### src/rtl/vg64_bus_write_queue_if.sv
// Write-queue drain port between the vg64 cartridge front end and the SRAM slot sequencer.
interface vg64_bus_write_queue_if;
   logic        wr_valid;
   logic        wr_ready;
   logic        wr_bank;
   logic [15:0] wr_addr;
   logic [7:0]  wr_data;

   modport master (output wr_valid, output wr_bank, output wr_addr, output wr_data, input wr_ready);
   modport slave  (input wr_valid, input wr_bank, input wr_addr, input wr_data, output wr_ready);
endinterface

### src/rtl/vg64_bus_write_queue.sv
// C64 IO1 register window for the vg64 framebuffer: decodes 6510 stores and queues
// {bank, addr, data} pixel writes in a first-word fall-through FIFO for the SRAM sequencer.
module vg64_bus_write_queue #(
   parameter logic [15:0] BASE  = 16'hDE00,
   parameter int unsigned DEPTH = 8
) (
   input  logic                       clk,
   input  logic                       rst,
   input  logic                       i_64clk,
   input  logic                       i_64rw,
   input  logic [15:0]                i_64addr,
   input  logic [7:0]                 i_64data,
   output logic [7:0]                 token,
   vg64_bus_write_queue_if.master     wr,
   output logic [$clog2(DEPTH):0]     level,
   output logic                       overflow
);

   localparam int unsigned AW = $clog2(DEPTH);
   localparam int unsigned LW = AW + 1;

   typedef struct packed {
      logic        bank;
      logic [15:0] addr;
      logic [7:0]  data;
   } wr_entry_t;

   logic        phi_s1, phi_s2, rw_s1, rw_s2;
   logic [15:0] addr_s1, addr_s2;
   logic [7:0]  data_s1, data_s2;

   logic [15:0] ptr;
   logic [7:0]  step;

   wr_entry_t   mem [DEPTH];
   logic [AW-1:0] head, tail;
   logic [LW-1:0] count;

   logic        strobe_c;
   logic [15:0] offset_c;
   logic        token_we_c, ptr_lo_we_c, ptr_hi_we_c, data_we_c, step_we_c, ctrl_we_c;
   logic        valid_c, full_c, pop_c, push_c, drop_c, flush_c, clear_c;
   wr_entry_t   head_c;

   // Two-stage synchroniser for the asynchronous 6510 bus
   always_ff @(posedge clk) begin
      if (rst) begin
         phi_s1  <= 1'b0;
         phi_s2  <= 1'b0;
         rw_s1   <= 1'b1;
         rw_s2   <= 1'b1;
         addr_s1 <= '0;
         addr_s2 <= '0;
         data_s1 <= '0;
         data_s2 <= '0;
      end else begin
         phi_s1  <= i_64clk;
         phi_s2  <= phi_s1;
         rw_s1   <= i_64rw;
         rw_s2   <= rw_s1;
         addr_s1 <= i_64addr;
         addr_s2 <= addr_s1;
         data_s1 <= i_64data;
         data_s2 <= data_s1;
      end
   end

   // PHI2 falling edge; s2 still holds the address/data captured while PHI2 was high
   always_comb begin
      strobe_c    = ~phi_s1 & phi_s2 & ~rw_s2;
      offset_c    = addr_s2 - BASE;
      token_we_c  = strobe_c && (offset_c == 16'd0);
      ptr_lo_we_c = strobe_c && (offset_c == 16'd1);
      ptr_hi_we_c = strobe_c && (offset_c == 16'd2);
      data_we_c   = strobe_c && (offset_c == 16'd3);
      step_we_c   = strobe_c && (offset_c == 16'd4);
      ctrl_we_c   = strobe_c && (offset_c == 16'd5);
   end

   always_comb begin
      valid_c = (count != '0);
      full_c  = (count == LW'(DEPTH));
      pop_c   = valid_c && wr.wr_ready;
      push_c  = data_we_c && (!full_c || pop_c);
      drop_c  = data_we_c && full_c && !pop_c;
      flush_c = ctrl_we_c && data_s2[1];
      clear_c = ctrl_we_c && data_s2[0];
      head_c  = valid_c ? mem[head] : '0;
   end

   always_ff @(posedge clk) begin
      if (rst) begin
         token    <= 8'h00;
         ptr      <= 16'h0000;
         step     <= 8'h01;
         overflow <= 1'b0;
      end else begin
         if (token_we_c)  token     <= data_s2;
         if (ptr_lo_we_c) ptr[7:0]  <= data_s2;
         if (ptr_hi_we_c) ptr[15:8] <= data_s2;
         if (step_we_c)   step      <= data_s2;
         // Pointer advances on every data store, dropped or not
         if (data_we_c)   ptr       <= ptr + 16'(step);
         if (drop_c)
            overflow <= 1'b1;
         else if (clear_c)
            overflow <= 1'b0;
      end
   end

   // FIFO pointers; flush wins over any concurrent pop
   always_ff @(posedge clk) begin
      if (rst || flush_c) begin
         head  <= '0;
         tail  <= '0;
         count <= '0;
      end else begin
         if (push_c) tail <= tail + AW'(1);
         if (pop_c)  head <= head + AW'(1);
         if (push_c && !pop_c)
            count <= count + LW'(1);
         else if (pop_c && !push_c)
            count <= count - LW'(1);
      end
   end

   always_ff @(posedge clk) begin
      if (push_c) mem[tail] <= '{bank: token[0], addr: ptr, data: data_s2};
   end

   assign wr.wr_valid = valid_c;
   assign wr.wr_bank  = head_c.bank;
   assign wr.wr_addr  = head_c.addr;
   assign wr.wr_data  = head_c.data;
   assign level       = count;

endmodule

### src/flat_wrapper.sv
// flat-port wrapper written by rule: the top's interface ports become plain ports
module vg64_bus_write_queue_flat 
#(
   parameter logic [15:0] BASE  = 16'hDE00,
   parameter int unsigned DEPTH = 8
)
  (clk, rst, i_64clk, i_64rw, i_64addr, i_64data, token, level, overflow, wr_wr_valid, wr_wr_bank, wr_wr_addr, wr_wr_data, wr_wr_ready);
  vg64_bus_write_queue_if wr_i ();
  input  logic clk;
  input  logic rst;
  input  logic i_64clk;
  input  logic i_64rw;
  input  logic [15:0] i_64addr;
  input  logic [7:0] i_64data;
  output logic [7:0] token;
  output logic [$clog2(DEPTH):0] level;
  output logic overflow;
  output wire logic [$bits(wr_i.wr_valid)-1:0] wr_wr_valid;
  output wire logic [$bits(wr_i.wr_bank)-1:0] wr_wr_bank;
  output wire logic [$bits(wr_i.wr_addr)-1:0] wr_wr_addr;
  output wire logic [$bits(wr_i.wr_data)-1:0] wr_wr_data;
  input wire logic [$bits(wr_i.wr_ready)-1:0] wr_wr_ready;
  assign wr_wr_valid = wr_i.wr_valid;
  assign wr_wr_bank = wr_i.wr_bank;
  assign wr_wr_addr = wr_i.wr_addr;
  assign wr_wr_data = wr_i.wr_data;
  assign wr_i.wr_ready = wr_wr_ready;
  vg64_bus_write_queue #(.BASE(BASE), .DEPTH(DEPTH)) u_core (.clk(clk), .rst(rst), .i_64clk(i_64clk), .i_64rw(i_64rw), .i_64addr(i_64addr), .i_64data(i_64data), .token(token), .wr(wr_i), .level(level), .overflow(overflow));
endmodule
### config.mk
export PLATFORM = sky130hd
export DESIGN_NAME = vg64_bus_write_queue_flat
export DESIGN_NICKNAME = d
export VERILOG_FILES = /design/src/rtl/vg64_bus_write_queue_if.sv /design/src/rtl/vg64_bus_write_queue.sv /design/src/flat_wrapper.sv
export SDC_FILE = /design/constraint.sdc
export NUM_CORES = 1
export LEC_CHECK = 0
export BUFFER_PORTS_ARGS = -buffer_cell sky130_fd_sc_hd__buf_2
export CAP_MARGIN = 0
export CORE_ASPECT_RATIO = 0.7
export CORE_UTILIZATION = 50
export DETAILED_ROUTE_END_ITERATION = 12
export GPL_ROUTABILITY_DRIVEN = 0
export PLACE_DENSITY = 0.68
export SLEW_MARGIN = 0
export SYNTH_ARGS = -nofsm -noshare
export SYNTH_HDL_FRONTEND = slang
export SYNTH_SLANG_ARGS = --single-unit
export TNS_END_PERCENT = 10
### constraint.sdc
create_clock -name clk -period 5.3 [get_ports clk]
set_clock_uncertainty 0.2 [all_clocks]
set_input_delay 0.53 -clock clk [delete_from_list [all_inputs] [get_ports clk]]
set_output_delay 0.53 -clock clk [all_outputs]
set_load 0.02 [all_outputs]
# Yosys cells after proc, flatten, opt, wreduce, memory -nomap -nowiden
# Memory sizes are Yosys's and may differ from the RTL's. A register that Yosys moved wholly into a read port is not among the register bits.
# Cells that the tools add are included.
[totals] ff_bits=95 ram_bits=200 in_bits=29 output_inout_bits=39 wordCells=70 mem_count=1
[memory_table] memory="u_core.mem" words=8 word_bits=25 read_ports=1 rd_ports_with_merged_regs=1 write_ports=1 line_no="vg64_bus_write_queue.sv:35" text="wr_entry_t mem [DEPTH];"
[op_classes] add_sub_neg=6 eq_ne=6 mux=12 bitwise=4 n_reduce_logical=25
[op_table] operator="== test 16 x 2 -> 1 bit, second input constant" count=2
[op_table] operator="== test 16 x 3 -> 1 bit, second input constant" count=2
[op_table] operator="two-way mux 25 bit" count=1
[op_table] operator="adder 16 x 8 -> 16 bit" count=1
[op_table] operator="== test 16 x 1 -> 1 bit, second input constant" count=1
[op_table] operator="zero test 16 bit" count=1
[op_table] operator="two-way mux 16 bit" count=1
[op_table] operator="two-way mux 8 bit" count=2
[op_table] operator="subtractor 16 bit, second input constant" count=1
[op_table] operator="logical AND 1 bit" count=14
[op_table] operator="two-way mux 4 bit" count=2
[op_table] operator="nonzero test 2 bit" count=4
[op_table] operator="adder 3 x 1 -> 3 bit, second input constant" count=2
[op_table] operator="two-way mux 3 bit" count=2
[op_table] operator="adder 4 x 1 -> 4 bit, second input constant" count=1
[op_table] operator="== test 4 bit, second input constant" count=1
[op_table] operator="two-way mux 1 bit" count=4
[op_table] operator="nonzero test 4 bit" count=1
[op_table] operator="subtractor 4 x 1 -> 4 bit, second input constant" count=1
[op_table] operator="zero test 1 bit" count=3
[op_table] operator="bitwise AND 1 bit" count=2
[op_table] operator="logical OR 1 bit" count=2
[op_table] operator="NOT 1 bit" count=2

# Logic depth before layout (Yosys ltp)
[depth] ltp_word=9 mapped_depth=14 ltp_nobuf=14

# Least setup slack after synthesis
# No wires, ideal clock.
[synth_timing] path_kind="register -> register" startpoint="register u_core.addr_s2[9]" endpoint="memory u_core.mem[0][0] in the netlist's numbering (enable)" setup_time_ns=0.470 arrival_ns=4.215 required_time_ns=4.630 setup_slack_ns=0.415 path_stages_with_launch=6 path_buffers=0 period_less_slack_ns=4.885 cell_sequence="dfxtp_1 > ha_1 > or4b_4 > a2111oi_2 > nand2_2 > nor4_1"
[synth_via] elab_chain_len=6
[synth_rtl] item="from (decl)" line_no="vg64_bus_write_queue.sv:29" text="logic [15:0] addr_s1, addr_s2;"
[synth_rtl] item="from (signal assigned)" line_no="vg64_bus_write_queue.sv:62" text="addr_s2 <= addr_s1;"
[synth_rtl] item="subtractor 16 bit" line_no="vg64_bus_write_queue.sv:71" text="offset_c = addr_s2 - BASE;"
[synth_rtl] item="== test 16 x 2 -> 1 bit" line_no="vg64_bus_write_queue.sv:75" text="data_we_c = strobe_c && (offset_c == 16'd3);"
[synth_rtl] item="logical AND 1 bit" line_no="vg64_bus_write_queue.sv:75"
[synth_rtl] item="logical AND 1 bit" line_no="vg64_bus_write_queue.sv:84" text="push_c = data_we_c && (!full_c || pop_c);"
[synth_rtl] item="two-way mux 1 bit" line_no="vg64_bus_write_queue.sv:128" text="if (push_c) mem[tail] <= '{bank: token[0], addr: ptr, data: data_s2};"
[synth_rtl] item="two-way mux 1 bit (not written as such)" line_no="vg64_bus_write_queue.sv:128"
[synth_rtl] item="to (decl)" line_no="vg64_bus_write_queue.sv:35"
# No other way between the ends.

# Final worst setup path
[layout_timing] startpoint="register u_core.addr_s2[9]" endpoint="register u_core.count[3], in the netlist u_core.level[3]"
[layout_via] elab_chain_len=7 elab_cells_between_ends=13 cone_classes="add/sub (1); eq/ne (2); mux (1); reduce/logical (9)"
[layout_rtl] item="subtractor 16 bit (*)" line_no="vg64_bus_write_queue.sv:71"
[layout_rtl] item="== test 16 x 2 -> 1 bit (*)" line_no="vg64_bus_write_queue.sv:75"
[layout_rtl] item="logical AND 1 bit (*)" line_no="vg64_bus_write_queue.sv:75"
[layout_rtl] item="logical AND 1 bit (*)" line_no="vg64_bus_write_queue.sv:84"
[layout_rtl] item="net u_core.push_c" line_no="vg64_bus_write_queue.sv:42" text="logic valid_c, full_c, pop_c, push_c, drop_c, flush_c, clear_c;"
[layout_rtl] item="zero test 1 bit" line_no="vg64_bus_write_queue.sv:122" text="else if (pop_c && !push_c)"
[layout_rtl] item="logical AND 1 bit" line_no="vg64_bus_write_queue.sv:122"
[layout_rtl] item="nonzero test 2 bit (no source line)"
[layout_rtl] item="to (signal assigned)" line_no="vg64_bus_write_queue.sv:121" text="count <= count + LW'(1);"
[layout_rtl] item="to (signal assigned)" line_no="vg64_bus_write_queue.sv:123" text="count <= count - LW'(1);"
[layout_rtl] item="to (decl)" line_no="vg64_bus_write_queue.sv:37" text="logic [LW-1:0] count;"
# Mark *: on every way through the listed nets, which the timed path passes. The rest lies on a longest branch.
# A chain may end at the register's enable or synchronous reset.

==> results.txt <==
Placed insts - 1080
Ys async rst share - 0%
Largest net degree at the start of global routing - 55
Worst-Margin Slew - 1.04 ns
Switch Pwr - 0.840 mW
Largest family of logic cells by synthesized area - multiplexers
CTS Sinks - 298
I/O pin cnt - 68
Post-route minimum period - 3.94 ns
CP top delay family - simple AND/OR/NAND/NOR gates
CP max FO - 6
Post-layout util - 58.9%
Root Buffer - clkbuf_16
DRT antenna net count - 0
CTS Buf Count - 27
Die Footprint - 23900 µm²
Clk pin slew, worst setup/hold paths - 0.06 ns
Post-Synth XOR/XNOR Area - 0.979%
Leak - 4.62 nW
Post-synthesis cell type count - 61
Final HPWL DP - 13.8 mm
Initial antenna violation count - 0
Synthesized Nets - 767
WL met3 - 1.41 mm
Die H - 130 µm
Fin cells - 1143
Post-synthesis adder-cell area fraction - 1.85%
Slew headroom - 30.9%
Slowest cell delay on critical path - 0.61 ns
Synth area leaders - edfxtp_1 52%, dfxtp_1 17%, mux4_2 9.7%
Top routing layer used - met4
Hold Vio Cnt, Final - 0
Final #Nets - 856
DRT Wirelength - 22.6 mm
Syn avg cell area - 16.1 µm²
Most frequent cells in the layout - 200 x edfxtp_1, 96 x dfxtp_1, 67 x buf_2, 64 x nor2_1, 52 x nor2b_1
Worst path arrival time - 4.20 ns
Hold WS - 0.0185 ns
Power Internal - 3.63 mW
Skew-Pair Late Insertion Delay - 0.53 ns
VDD IR-drop max - 0.000266 V
First-pass GRT wire length - 35.1 mm
CTS tree - yes
CP Class - reg -> reg
Post-synthesis mux area share - 14.1%
Clock buffer depth - 3
CP Launch Type - register
Register area share after synthesis - 68.5%
Total congestion overflow - 0
Achievable Freq - 254 MHz
Die W - 184 µm
Post_cts resized - 0
Worst Path Required - 5.56 ns
Buf+Inv Stages, Crit Path - 2
Final setup violation count - 0
CP max-delay cell - or4b_4
GRT Resource Usage Total - 19.7%
Clock Power Share - 43.0%
H-tree levels - 1
Flop pwr share - 55.8%
Post-Synth Simple-Gate Area - 8.17%
CP dominant cell by count - ha_1
Post-synth top flop - edfxtp_1
Area Overhead vs Synth - 15.0%
Wl on met1 - 10.2 mm
Worst Setup End Kind - register
Crit path cell chain - ha_1, or4b_4, a2111oi_2, nand2_2, inv_2, ha_1, inv_1, ha_1, a21o_1, a21oi_1, xnor2_1, or3_1, a21oi_1
Slew Viols, Final - 0
Fillers - 1678
DRT iter0 DRCs - 445
Setup TNS - 0 ns
Yosys warns - 0
Comb power frac - 1.2%
Initial core utilization - 51.2%
Compound-cell area share of the yosys netlist - 4.57%
RSZ-0062 raised after global routing - no
Vias in the first global route - 6421
DR WL met2 - 10.5 mm
Routed vias/inst - 5.61
DRC Markers - 0
DR WL/cell - 19.7 µm
Maxcap violations - 0
HP Class - in -> reg
PortBufs - 67
Cell Area, Synth - 11600 µm²
EDFF count, synth - 200
Area of the core - 22700 µm²
Largest area contributor in the netlist - edfxtp_1
Setup bufs post-CTS - 0
Seq cells post-synth - 298
Post-synthesis cell count - 722
Yosys top cell area share - 51.6%
Final Cycle Share - 74.4%
PD cells - 334 nW/µm²
Net Sw Frac - 18.8%
Row cnt - 46
Fraction of layout cells with a size suffix above 1 - 25.4%
Commonest non-fill, non-tap cell in the layout - edfxtp_1
Antenna cells - 0
Total power - 4.47 mW
Via Count - 6409
Status - complete, no violations
TritonRoute pass-1 iters - 5
layout make-up:
class	count	area, µm²	area share (%)
Clock buffer	43	871	6.51
Clock inverter	6	30.0	0.224
Inverter	12	45.0	0.337
Multi-Input combinational cell	378	3500	26.1
Sequential cell	298	7970	59.6
Tap cell	312	390	2.92
Timing Repair Buffer	94	573	4.28
final timing paths:
check	start	to	slack, ns	cells after the start
hold / removal	i_64data[1]	u_core.data_s1[1]$_SDFF_PP0_	0.02	2
hold reg to reg	u_core.rw_s1$_SDFF_PP1_	u_core.rw_s2$_SDFF_PP1_	0.22	1
setup / recovery	u_core.addr_s2[9]$_SDFF_PP0_	u_core.level[3]$_SDFFE_PP0P_	1.36	13
setup reg to reg	u_core.addr_s2[9]$_SDFF_PP0_	u_core.level[3]$_SDFFE_PP0P_	1.36	13
metrics by stage:
step / setup slack [ns] / cell area [µm²]
floorplan: 0.415 / 11600
global placement: 1.57 / 12300
detailed placement: 1.47 / 12300
global route: 1.19 / 13400
finish: 1.36 / 13400
CTS: 1.36 / 13400
state kept, by name, summed over array words and instances (netlist names), 3 cells and up, named ones only:
| register | flops |
|---|---|
| u_core.step | 8 |
| u_core.addr_s1 | 16 |
| u_core.level | 4 |
| u_core.addr_s2 | 16 |
| u_core.tail | 3 |
| u_core.token | 8 |
| u_core.ptr | 16 |
| u_core.mem | 200 |
| u_core.data_s2 | 8 |
| u_core.head | 3 |
| u_core.data_s1 | 8 |
power by group through the flow:
stage                     clock [mW]  sequential, mW  combinational, mW
final                           1.92            2.49             0.0532
after global routing            2.06            2.49             0.0597
after CTS                       1.97            2.49             0.0534
after detailed placement           0            2.54             0.0455
after global placement             0            2.54             0.0440
after floorplan                    0            2.53             0.0337
layer usage:
layer	up-vias	GRT usage, %
li1	2933	-
met3	33	3.06
met2	221	32.0
met1	3222	27.9
met5	-	0
met4	0	5.10
Yosys cell counts, drive strengths merged (4+ instances only):
cell,number
o221a,4
a21o,5
edfxtp,200
o21ai,7
clkbuf,19
mux4,50
dfxtp,98
buf,13
a31oi,6
o211ai,4
nor2,67
xnor2,7
or2,4
xor2,6
nand2,18
nand4,4
a21oi,14
a2111oi,4
mux2,7
ha,14
nor2b,52
inv,12
nand3,6
mux2i,44
a211oi,7
and3,4
nor3,6
timing repair:
item | in CTS | in global routing
endpoints found under the hold margin | 14 | 0
endpoints found under the setup margin | 0 | 0
hold buffers | 14 | 0
cell families after synthesis:
family,Yosys count
flops,298
simple gates,181
mux,101
compound gates,67
buf+inv,46
fa+ha+maj,16
xor+xnor,13
Note: power is estimated with default switching activity, not from simulation.
